===== src/rtl/hamming_serializer.sv =====
// Hamming(7,4) encoder and serializer.
// Captures one data nibble, builds the 7-bit codeword (plus an optional
// overall even-parity bit), and shifts it out LSB-of-send-order first.
// Each bit is held for CLKS_PER_BIT clock cycles.
//
// Upstream handshake: the upstream stage presents nibble_in with
// nibble_valid high. The nibble is taken on the first rising edge where
// nibble_valid=1 and the block is idle. busy rises on that same edge and
// stays high until the last bit period ends. A new rising edge of
// nibble_valid seen while busy is a dropped offer and sets the sticky
// drop_err flag.
module hamming_serializer #(
  parameter int CLKS_PER_BIT = 2
) (
  input  logic       clk,
  input  logic       reset,
  input  logic [0:3] nibble_in,
  input  logic       nibble_valid,
  input  logic       ext_parity,
  output logic       busy,
  output logic       tx_bit,
  output logic       tx_valid,
  output logic       frame_start,
  output logic       drop_err,
  output logic [1:0] state_dbg
);

  typedef enum logic [1:0] {
    S_IDLE   = 2'd0,
    S_ENCODE = 2'd1,
    S_SEND   = 2'd2
  } state_t;

  localparam logic [3:0] CYC_LAST = 4'(CLKS_PER_BIT - 1);

  state_t     state_q, state_d;
  logic [0:3] data_q, data_d;
  logic       par_en_q, par_en_d;
  logic [7:0] cw_q, cw_d;
  logic [2:0] bit_q, bit_d;
  logic [3:0] cyc_q, cyc_d;
  logic       busy_q, busy_d;
  logic       tx_bit_q, tx_bit_d;
  logic       tx_valid_q, tx_valid_d;
  logic       frame_start_q, frame_start_d;
  logic       drop_q, drop_d;
  logic       nv_prev_q, nv_prev_d;

  logic       p1, p2, p3, p_all;
  logic [7:0] cw_enc;
  logic       cyc_end;
  logic       last_bit;
  logic [2:0] bit_nxt;

  // Codeword from the captured nibble; cw_enc[i] is the i-th bit sent.
  always_comb begin
    p1     = data_q[0] ^ data_q[1] ^ data_q[3];
    p2     = data_q[0] ^ data_q[2] ^ data_q[3];
    p3     = data_q[1] ^ data_q[2] ^ data_q[3];
    p_all  = p1 ^ p2 ^ data_q[0] ^ p3 ^ data_q[1] ^ data_q[2] ^ data_q[3];
    cw_enc = {par_en_q & p_all, data_q[3], data_q[2], data_q[1],
              p3, data_q[0], p2, p1};
  end

  // Bit-period and end-of-frame detection.
  always_comb begin
    cyc_end  = (cyc_q == CYC_LAST);
    last_bit = (bit_q == (par_en_q ? 3'd7 : 3'd6));
    bit_nxt  = bit_q + 3'd1;
  end

  // State register plus all datapath/output flops.
  always_ff @(posedge clk or posedge reset) begin
    if (reset) begin
      state_q       <= S_IDLE;
      data_q        <= '0;
      par_en_q      <= 1'b0;
      cw_q          <= '0;
      bit_q         <= '0;
      cyc_q         <= '0;
      busy_q        <= 1'b0;
      tx_bit_q      <= 1'b0;
      tx_valid_q    <= 1'b0;
      frame_start_q <= 1'b0;
      drop_q        <= 1'b0;
      nv_prev_q     <= 1'b0;
    end else begin
      state_q       <= state_d;
      data_q        <= data_d;
      par_en_q      <= par_en_d;
      cw_q          <= cw_d;
      bit_q         <= bit_d;
      cyc_q         <= cyc_d;
      busy_q        <= busy_d;
      tx_bit_q      <= tx_bit_d;
      tx_valid_q    <= tx_valid_d;
      frame_start_q <= frame_start_d;
      drop_q        <= drop_d;
      nv_prev_q     <= nv_prev_d;
    end
  end

  // Next-state logic.
  always_comb begin
    state_d = state_q;
    case (state_q)
      S_IDLE:   if (nibble_valid) state_d = S_ENCODE;
      S_ENCODE: state_d = S_SEND;
      S_SEND:   if (cyc_end && last_bit) state_d = S_IDLE;
      default:  state_d = S_IDLE;
    endcase
  end

  // Datapath and registered-output next values for each state.
  always_comb begin
    data_d        = data_q;
    par_en_d      = par_en_q;
    cw_d          = cw_q;
    bit_d         = bit_q;
    cyc_d         = cyc_q;
    busy_d        = busy_q;
    tx_bit_d      = tx_bit_q;
    tx_valid_d    = tx_valid_q;
    frame_start_d = frame_start_q;
    // A fresh rising edge of the strobe while busy is a lost offer.
    nv_prev_d     = nibble_valid;
    drop_d        = drop_q | (nibble_valid & ~nv_prev_q & busy_q);
    case (state_q)
      S_IDLE: begin
        if (nibble_valid) begin
          data_d   = nibble_in;
          par_en_d = ext_parity;
          busy_d   = 1'b1;
        end
      end
      S_ENCODE: begin
        cw_d          = cw_enc;
        tx_bit_d      = cw_enc[0];
        tx_valid_d    = 1'b1;
        frame_start_d = 1'b1;
        bit_d         = 3'd0;
        cyc_d         = 4'd0;
      end
      S_SEND: begin
        frame_start_d = 1'b0;
        if (cyc_end) begin
          cyc_d = 4'd0;
          if (last_bit) begin
            tx_valid_d = 1'b0;
            busy_d     = 1'b0;
            tx_bit_d   = 1'b0;
          end else begin
            bit_d    = bit_nxt;
            tx_bit_d = cw_q[bit_nxt];
          end
        end else begin
          cyc_d = cyc_q + 4'd1;
        end
      end
      default: ;
    endcase
  end

  assign busy        = busy_q;
  assign tx_bit      = tx_bit_q;
  assign tx_valid    = tx_valid_q;
  assign frame_start = frame_start_q;
  assign drop_err    = drop_q;
  assign state_dbg   = state_q;

endmodule


===== config.mk =====
export PLATFORM = sky130hd
export DESIGN_NAME = hamming_serializer
export DESIGN_NICKNAME = d
export VERILOG_FILES = /design/src/rtl/hamming_serializer.sv
export SDC_FILE = /design/constraint.sdc
export NUM_CORES = 1
export LEC_CHECK = 0
export CORE_ASPECT_RATIO = 0.5
export CORE_MARGIN = 1.5
export CORE_UTILIZATION = 40
export CTS_BUF_LIST = sky130_fd_sc_hd__clkbuf_8
export DETAILED_ROUTE_END_ITERATION = 8
export GPL_ROUTABILITY_DRIVEN = 0
export PLACE_DENSITY = 0.62
export SLEW_MARGIN = 20
export SYNTH_ARGS = -nofsm -noshare
export SYNTH_HDL_FRONTEND = slang
export SYNTH_SLANG_ARGS = --single-unit

===== constraint.sdc =====
create_clock -name clk -period 1.8 [get_ports clk]
set_clock_uncertainty 0.1 [all_clocks]
set_input_delay 0.36 -clock clk [delete_from_list [all_inputs] [get_ports clk]]
set_output_delay 0.36 -clock clk [all_outputs]
set_load 0.02 [all_outputs]

**Word level (Yosys, flattened, before mapping)**

Cells that the tools add are included.

- $add $sub $neg: 2
- Equal/unequal tests: 9
- Reductions and logical operators: 10
- $lt $le $gt $ge: 1
- Muxes and demuxes: 20
- Bitwise logic cells: 17

Operator list:

| operator | number |
|---|---|
| $xor A1 B1 Y1 | 12 |
| $ne A2 B2 Y1 const B | 5 |
| $pmux W1 S2 | 4 |
| $pmux W4 S2 | 1 |
| $mux W1 | 7 |
| $mux W3 | 2 |
| $pmux W2 S3 | 1 |
| $pmux W3 S2 | 1 |
| $reduce_and A2 Y1 | 3 |
| $reduce_and A3 Y1 | 2 |
| $add A4 B1 Y4 const B | 1 |
| $eq A4 B1 Y1 const B | 1 |
| $lt A3 B4 Y1 const B | 1 |
| $mux W2 | 2 |
| $mux W4 | 1 |
| $reduce_and A4 Y1 | 1 |
| $reduce_bool A2 Y1 | 2 |
| $add A3 B1 Y3 const B | 1 |
| $and A1 B1 Y1 | 3 |
| $bmux W1 S3 | 1 |
| $eq A3 B3 Y1 | 1 |
| $eq A2 B1 Y1 const B | 1 |
| $eq A2 B2 Y1 const B | 1 |
| $logic_not A2 Y1 | 1 |
| 3 further kinds | 3 |

- Flip-flop bits (word level): 28
- Output and inout bits: 7
- Input bits: 8

**Depth between registers and ports, before layout**

Gate-level depths: netlist of the first run.

- Word-level depth: 9
- Mapped depth: 6

**Least setup slack after synthesis of the first run**

OpenSTA, ideal clock, no wires.

- Path kind: register to register
- Start point: reg bit_q[0]
- End point: reg tx_bit_q, in the netlist tx_bit
- Setup slack: -0.146 ns
- Path buffers: 1
- Period minus slack after synthesis: 1.946 ns
- Setup time: 0.126 ns
- Data arrival time: 1.720 ns
- Cell stages (with the launch flop): 7
- Data required time: 1.574 ns
- Cell sequence: dfrtp_1 ha_1 buf_6 mux2_4 or3_1 a41oi_2 nor3_2

- Cells in the longest elaborated chain, start to end: 6

RTL lines:

| item | RTL line | source |
|---|---|---|
| start: declaration | 40 | `logic [2:0] bit_q, bit_d;` |
| start signal: assignment | 92 | `bit_q <= bit_d;` |
| $add A3 B1 Y3 | 69 | `bit_nxt = bit_q + 3'd1;` |
| $bmux W1 S3 | 154 | `tx_bit_d = cw_q[bit_nxt];` |
| $mux W1 (not written as such) | 154 |  |
| $mux W1 * | 148 | `if (last_bit) begin` |
| $mux W1 * | 146 | `if (cyc_end) begin` |
| $pmux W1 S2 * | 128 | `case (state_q)` |
| end signal: assignment | 95 | `tx_bit_q <= tx_bit_d;` |
| end: declaration | 43 | `logic tx_bit_q, tx_bit_d;` |

Every way passes the cells marked *; elsewhere a longest branch is shown, timed or not. The select of a mux whose other input is x is not followed.
A chain may end at the register's enable or synchronous reset.

**Worst setup path after layout of the first run**

- Start point: reg bit_q[1]
- End point: reg tx_bit_q, in the netlist tx_bit

The elaborated chain is that of the path after synthesis.

==> results.sh, run 1 <==
export IMPL_run_status="complete, no violations"
export IMPL_die_w_um=87.90
export IMPL_cp_arrival_ns=1.81
export IMPL_cts_buffer_depth=2
export IMPL_cap_violations=0
export IMPL_cp_start_kind="register"
export IMPL_rr_worst_depth=5
export IMPL_p_clk_share_pct=13.9
export IMPL_slew_viol_final=0
export IMPL_period_needed_ns=1.746
export IMPL_fmax_ghz=0.5728
export IMPL_worst_pin_slew_ns=0.3645
export IMPL_power_density_nw_per_um2=1561
export IMPL_grt_usage_pct=14.80
export IMPL_grt_max_degree=29
export IMPL_synth_nets=134
export IMPL_endpoint_kind="register"
export IMPL_hold_violations=0
export IMPL_core_um2=3435
export IMPL_synth_top_area_share_pct=48.61
export IMPL_fin_nets=162
export IMPL_dpl_instance_area_um2=1705
export IMPL_synth_area_leaders="dfrtp_1 (49%), mux2_2 (11%), ha_1 (5.2%)"
export IMPL_io_pin_count=15
export IMPL_drtIter0Drc=33
export IMPL_syn_mean_instance_area_um2=12.01
export IMPL_grt_pass1_vias=934
export IMPL_drive_gt1_share_pct=26.53
export IMPL_via_per_inst=4.848
export IMPL_grt_first_pass_wirelength_mm=4.312
export IMPL_cts_sinks=28
export IMPL_p_switching_mw=0.9851
export IMPL_synth_seq_area_share_pct=48.61
export IMPL_finalSetupTns_ns=0
export IMPL_min_path_type="in2async"
export IMPL_fin_crit_sh_pct=96.98
export IMPL_pwr_share_comb_pct=49.3
export IMPL_netlist_area_um2=1441
export IMPL_final_util_pct=52.28
export IMPL_num_rows=15
export IMPL_leakagePower_nw=0.7950
export IMPL_grt_overflow_total=0
export IMPL_r2r_start="bit_q[1]"
export IMPL_syn2layout_area_growth_pct=24.57
export IMPL_wirelength_mm=2.541
export IMPL_path_clk_slew_ns=0.09
export IMPL_setup_violations=0
export IMPL_drc_errors=0
export IMPL_die_height_um=45.45
export IMPL_portBuffers=14
export IMPL_ir_drop_mv=0.7397
export IMPL_worstSetupStartpoint="bit_q[1]"
export IMPL_antenna_cells=0
export IMPL_antenna_found_initial=0
export IMPL_p_seq_share_pct=36.8
export IMPL_synthCells=120
export IMPL_cp_required_ns=1.86
export IMPL_htreeDepth=1
export IMPL_final_area_um2=1795
export IMPL_ant_nets=0
export IMPL_num_vias=960
export IMPL_cts_root_buf="clkbuf_8"
export IMPL_synth_top_area_cell="dfrtp_1"
export IMPL_max_slew_margin_pct=75.70
export IMPL_dpl_hpwl_mm=1.892
export IMPL_ys_seq_elements=28
export IMPL_wl_per_cell_um=12.83
export IMPL_start_util_pct=41.97
export IMPL_cts_tree="yes"
export IMPL_yosysWarnings=0
export IMPL_synth_cell_types=36
export IMPL_switching_share_pct=35.16
export IMPL_p_int_mw=1.817
export IMPL_cts_made_buffers=3
export IMPL_die_area_um2=3994
export IMPL_crit_type="reg2reg"
export IMPL_insertion_delay_ns=0.28
export IMPL_drt_first_pass_iters=4
export IMPL_cp_max_fo=3
export IMPL_cts_hold_buffers_added=0
-- sequential cells by signal, indices dropped and copies added, names as in the netlist --
register     flops
drop_err         1
bit_q            3
cyc_q            4
par_en_q         1
nv_prev_q        1
cw_q             8
tx_valid         1
tx_bit           1
frame_start      1
state_dbg        2
data_q           4
busy             1
-- path summary, 6_finish.rpt --
path / to / slack, ns
max reg2reg: tx_bit / 0.05
min: par_en_q / 0.33
max in group asynchronous: cw_q[7] / 0.99
max: tx_bit / 0.05
min reg2reg: drop_err / 0.33
min in group clk: drop_err / 0.33
-- power by group through the flow --
stage	combinational (mW)	clock, mW	sequential, mW
floorplan	0.949	0	1.08
global placement	1.37	0	1.04
detailed placement	1.38	0	1.05
CTS	1.39	0.407	1.04
global route	1.51	0.443	1.07
finish	1.38	0.388	1.03
-- metrics by stage --
step           setup WS, ns  power [mW]  hold slack, ns  cells
3_5_place_dp       0.008204       2.426          0.3269    193
6_report            0.05428       2.802          0.3316    198
3_3_place_gp        0.03759       2.406          0.3110    193
4_1_cts             0.03105       2.830          0.3371    197
5_1_grt           -0.002054       3.021          0.3569    198
2_1_floorplan      -0.06488       2.026          0.2914    120
-- placed cells by master, fill, tap and decap left out, drive strengths merged, types with 2 or more instances in the layout --
| master | count |
|---|---|
| buf | 11 |
| clkbuf | 4 |
| a21o | 2 |
| nor2b | 2 |
| dlymetal6s2s | 2 |
| mux2 | 15 |
| clkdlybuf4s50 | 11 |
| a31oi | 2 |
| mux2i | 6 |
| nor3 | 2 |
| or3 | 2 |
| nand3 | 4 |
| dfrtp | 28 |
| inv | 9 |
| nand2b | 3 |
| a21oi | 2 |
| xnor2 | 7 |
| o21ai | 3 |
| nand2 | 9 |
| ha | 6 |
| nor3b | 2 |
-- worst max-delay path, cell delays in order, from the launching register on --
cell and delay [ns]:
dfrtp_1 0.42, ha_4 0.29, mux2_2 0.32, or3_1 0.32, a21oi_2 0.14, nor3_2 0.05
-- Yosys cell counts --
master,n
and3_1,1
xor2_1,1
buf_6,1
o2111ai_1,1
mux2_4,1
nand3_1,4
o2bb2ai_1,1
nor3_1,1
a31o_2,1
nor2b_1,2
a32o_1,1
a31oi_1,2
a21o_1,2
nand2_1,9
a21oi_2,1
clkbuf_1,1
o22ai_1,1
or3_1,2
mux2_2,14
xnor3_1,1
nand3b_1,1
o31ai_1,1
nand2b_1,3
o21bai_1,1
nor3_2,1
a21oi_1,1
o21ai_0,3
inv_1,9
and4bb_2,1
a41oi_2,1
ha_1,6
dfrtp_1,28
xnor2_1,7
nor3b_1,2
mux2i_1,6
o211ai_1,1
-- cell families after synthesis --
group / synth area share [%]
and+or+nand+nor: 10.68
DFF: 48.61
muxes: 16.15
buffers and inverters: 3.385
AOI/OAI and AO/OA: 9.549
xor gates and xnor gates: 6.424
adders and majority gates: 5.208
-- layer usage --
| layer | track usage (%) | vias up | part of all wire, % |
|---|---|---|---|
| met5 | 0 | - | 0 |
| met4 | 5.714 | 0 | 1.7 |
| met3 | 4.348 | 5 | 2.4 |
| met2 | 24.12 | 10 | 47 |
| met1 | 18.99 | 464 | 49 |
| li1 | - | 481 | - |
-- final cells by class --
| type | count | area [µm²] |
|---|---|---|
| timing repair buffer | 25 | 226.5 |
| inverter | 9 | 33.78 |
| fill | 315 | 1639 |
| sequential | 28 | 700.7 |
| multi-input combinational | 81 | 715.7 |
| clock buffer | 4 | 55.05 |
| tap | 51 | 63.81 |
-- repair_timing --
item | CTS | global route
endpoints found under the setup margin | 2 | 4
setup buffers | 0 | 1
resized for setup | 2 | 5
Power figures use the tool's default switching activity.
==> run 2, diff against run 1 <==
--- a/config.mk
+++ b/config.mk
@@ -5,14 +5,15 @@
 export SDC_FILE = /design/constraint.sdc
 export NUM_CORES = 1
 export LEC_CHECK = 0
+export CAP_MARGIN = 20
 export CORE_ASPECT_RATIO = 0.5
 export CORE_MARGIN = 1.5
-export CORE_UTILIZATION = 40
+export CORE_UTILIZATION = 35
 export CTS_BUF_LIST = sky130_fd_sc_hd__clkbuf_8
 export DETAILED_ROUTE_END_ITERATION = 8
 export GPL_ROUTABILITY_DRIVEN = 0
-export PLACE_DENSITY = 0.62
-export SLEW_MARGIN = 20
+export PLACE_DENSITY = 0.56
+export SLEW_MARGIN = 15
 export SYNTH_ARGS = -nofsm -noshare
 export SYNTH_HDL_FRONTEND = slang
 export SYNTH_SLANG_ARGS = --single-unit
==> run 2 against run 1 <==
  * Critical path depth stayed put
  * Cell count is 2.0% higher
  * Final area is 0.35% higher
  * Routed wire length is 2.1% higher
  * Count of clock-buffer cells in the layout stayed put
  * Clock power is 2% higher
  * Non-clock buffer count is 1 higher
  * Via count is 1.1% higher
  * Sequential cell count stayed put
  * Critical endpoint unchanged
  * Largest power group unchanged
==> results.sh, run 2 (synthesis gave the netlist of run 1 again) <==
export IMPL_r2r_end="tx_bit"
export IMPL_r2r_slack_ns=0.05
export IMPL_core_um2=3924
export IMPL_fmax_ghz=0.5707
export IMPL_drive_gt1_share_pct=26.35
export IMPL_grt_overflow_total=0
export IMPL_start_util_pct=36.73
export IMPL_worst_pin_slew_ns=0.3583
export IMPL_cts_sinks=28
export IMPL_die_w_um=93.76
export IMPL_ir_drop_mv=0.8127
export IMPL_dpl_hpwl_mm=1.933
export IMPL_antenna_cells=0
export IMPL_slew_viol_final=0
export IMPL_cts_made_buffers=3
export IMPL_grt_pass1_vias=1061
export IMPL_antenna_found_initial=0
export IMPL_cts_setup_buffers=0
export IMPL_dpl_instance_area_um2=1724
export IMPL_final_area_um2=1802
export IMPL_path_clk_slew_ns=0.10
export IMPL_grt_first_pass_wirelength_mm=4.795
export IMPL_largestRegisters="cw_q (8), cyc_q (4), data_q (4)"
export IMPL_drtIter0Drc=63
export IMPL_cts_tree="yes"
export IMPL_power_density_nw_per_um2=1572
export IMPL_crit_type="reg2reg"
export IMPL_final_setup_worst_slack_ns=0.04774
export IMPL_portBuffers=14
export IMPL_grt_max_degree=29
export IMPL_cp_arrival_ns=1.81
export IMPL_period_needed_ns=1.752
export IMPL_die_height_um=48.38
export IMPL_rr_worst_depth=5
export IMPL_grt_usage_pct=13.41
export IMPL_cts_buffer_depth=2
export IMPL_endpoint_kind="register"
export IMPL_multiInputGateArea_um2=710.7
export IMPL_wirelength_mm=2.594
export IMPL_holdPathEnd="drop_err"
export IMPL_leakagePower_nw=0.7943
export IMPL_die_area_um2=4536
export IMPL_cp_required_ns=1.86
export IMPL_fin_crit_sh_pct=97.35
export IMPL_setup_violations=0
export IMPL_num_rows=16
export IMPL_r2r_start="bit_q[0]"
export IMPL_wl_per_cell_um=12.84
export IMPL_pre_cts_slack_ns=0.002998
export IMPL_cts_hold_buffers_added=0
export IMPL_holdPathStages=1
export IMPL_via_per_inst=4.807
export IMPL_fin_nets=163
export IMPL_largest_reg_flops=8
export IMPL_min_from="nv_prev_q"
export IMPL_min_path_type="reg2reg"
export IMPL_htreeDepth=1
export IMPL_num_vias=971
export IMPL_max_slew_margin_pct=76.12
export IMPL_drt_first_pass_iters=4
export IMPL_ant_nets=0
export IMPL_insertion_delay_ns=0.28
export IMPL_io_pin_count=15
export IMPL_register_area_um2=700.7
export IMPL_syn2layout_area_growth_pct=25.00
export IMPL_fin_hold_ws_ns=0.3270
export IMPL_fillers=396
export IMPL_largest_register="cw_q"
export IMPL_cp_start_kind="register"
export IMPL_cap_violations=0
export IMPL_hold_violations=0
export IMPL_layout_commonest_cell="dfrtp_1"
export IMPL_finalSetupTns_ns=0
export IMPL_drc_errors=0
export IMPL_cp_max_fo=3
export IMPL_run_status="complete, no violations"
export IMPL_final_cell_mix="dfrtp_1 (28), mux2_2 (14), buf_4 (12), clkdlybuf4s50_1 (11)"
export IMPL_cts_root_buf="clkbuf_8"
-- run 2: changes by cell type in the layout (fill, tap and decap cells not counted) --
| cell | change |
|---|---|
| buf_4 | +1 |
| nor3b_1 | +1 |
| nor3b_2 | -1 |
-- run 2: how the worst max path moves through the flow --
stage,slack (ns),end,startpoint
2_1_floorplan,-0.06,tx_bit,bit_q[0]
3_3_place_gp,0.04,tx_bit,bit_q[1]
3_5_place_dp,0.003,tx_bit,bit_q[1]
4_1_cts,0.02,state_dbg[1],state_dbg[1]
5_1_grt,-0.0006,tx_bit,bit_q[1]
6_report,0.05,tx_bit,bit_q[0]
-- run 2: worst max-delay path, cell delays in order, from the launching register on --
cell and delay [ns]:
dfrtp_1 0.42, ha_4 0.30, mux2_4 0.29, or3_1 0.32
a41oi_2 0.16, nor3_2 0.06
-- run 2: per-stage QoR --
stage	util [%]	instances	power, mW
after detailed placement	43.94	198	2.469
after CTS	45.63	202	2.877
final	45.92	202	2.833
after floorplan	-	120	2.026
after global placement	43.94	198	2.450
after global routing	45.92	202	3.068
-- run 2: layer usage --
metal	GRT usage [%]	wire length [µm]
met4	2.239	19
met1	16.35	1292
met3	3.931	79
met5	0	0
met2	23.91	1202
-- run 2: area by class of cell --
type                       count  area share, %
inverter                       9          1.875
multi-input combinational     81          39.44
tap                           54          3.750
sequential                    28          38.89
clock buffer                   4          3.056
timing repair buffer          26          12.99
-- run 2: repair_timing --
item / in CTS / in global routing
pin swaps: 0 / 0
endpoints found under the setup margin: 2 / 4
resized for setup: 2 / 4
-- run 2: power breakdown --
group | switching, mW | internal [mW] | leakage (nW)
sequential | 0.160 | 0.857 | 0.336
clock | 0.198 | 0.196 | 0.0288
combinational | 0.637 | 0.786 | 0.429
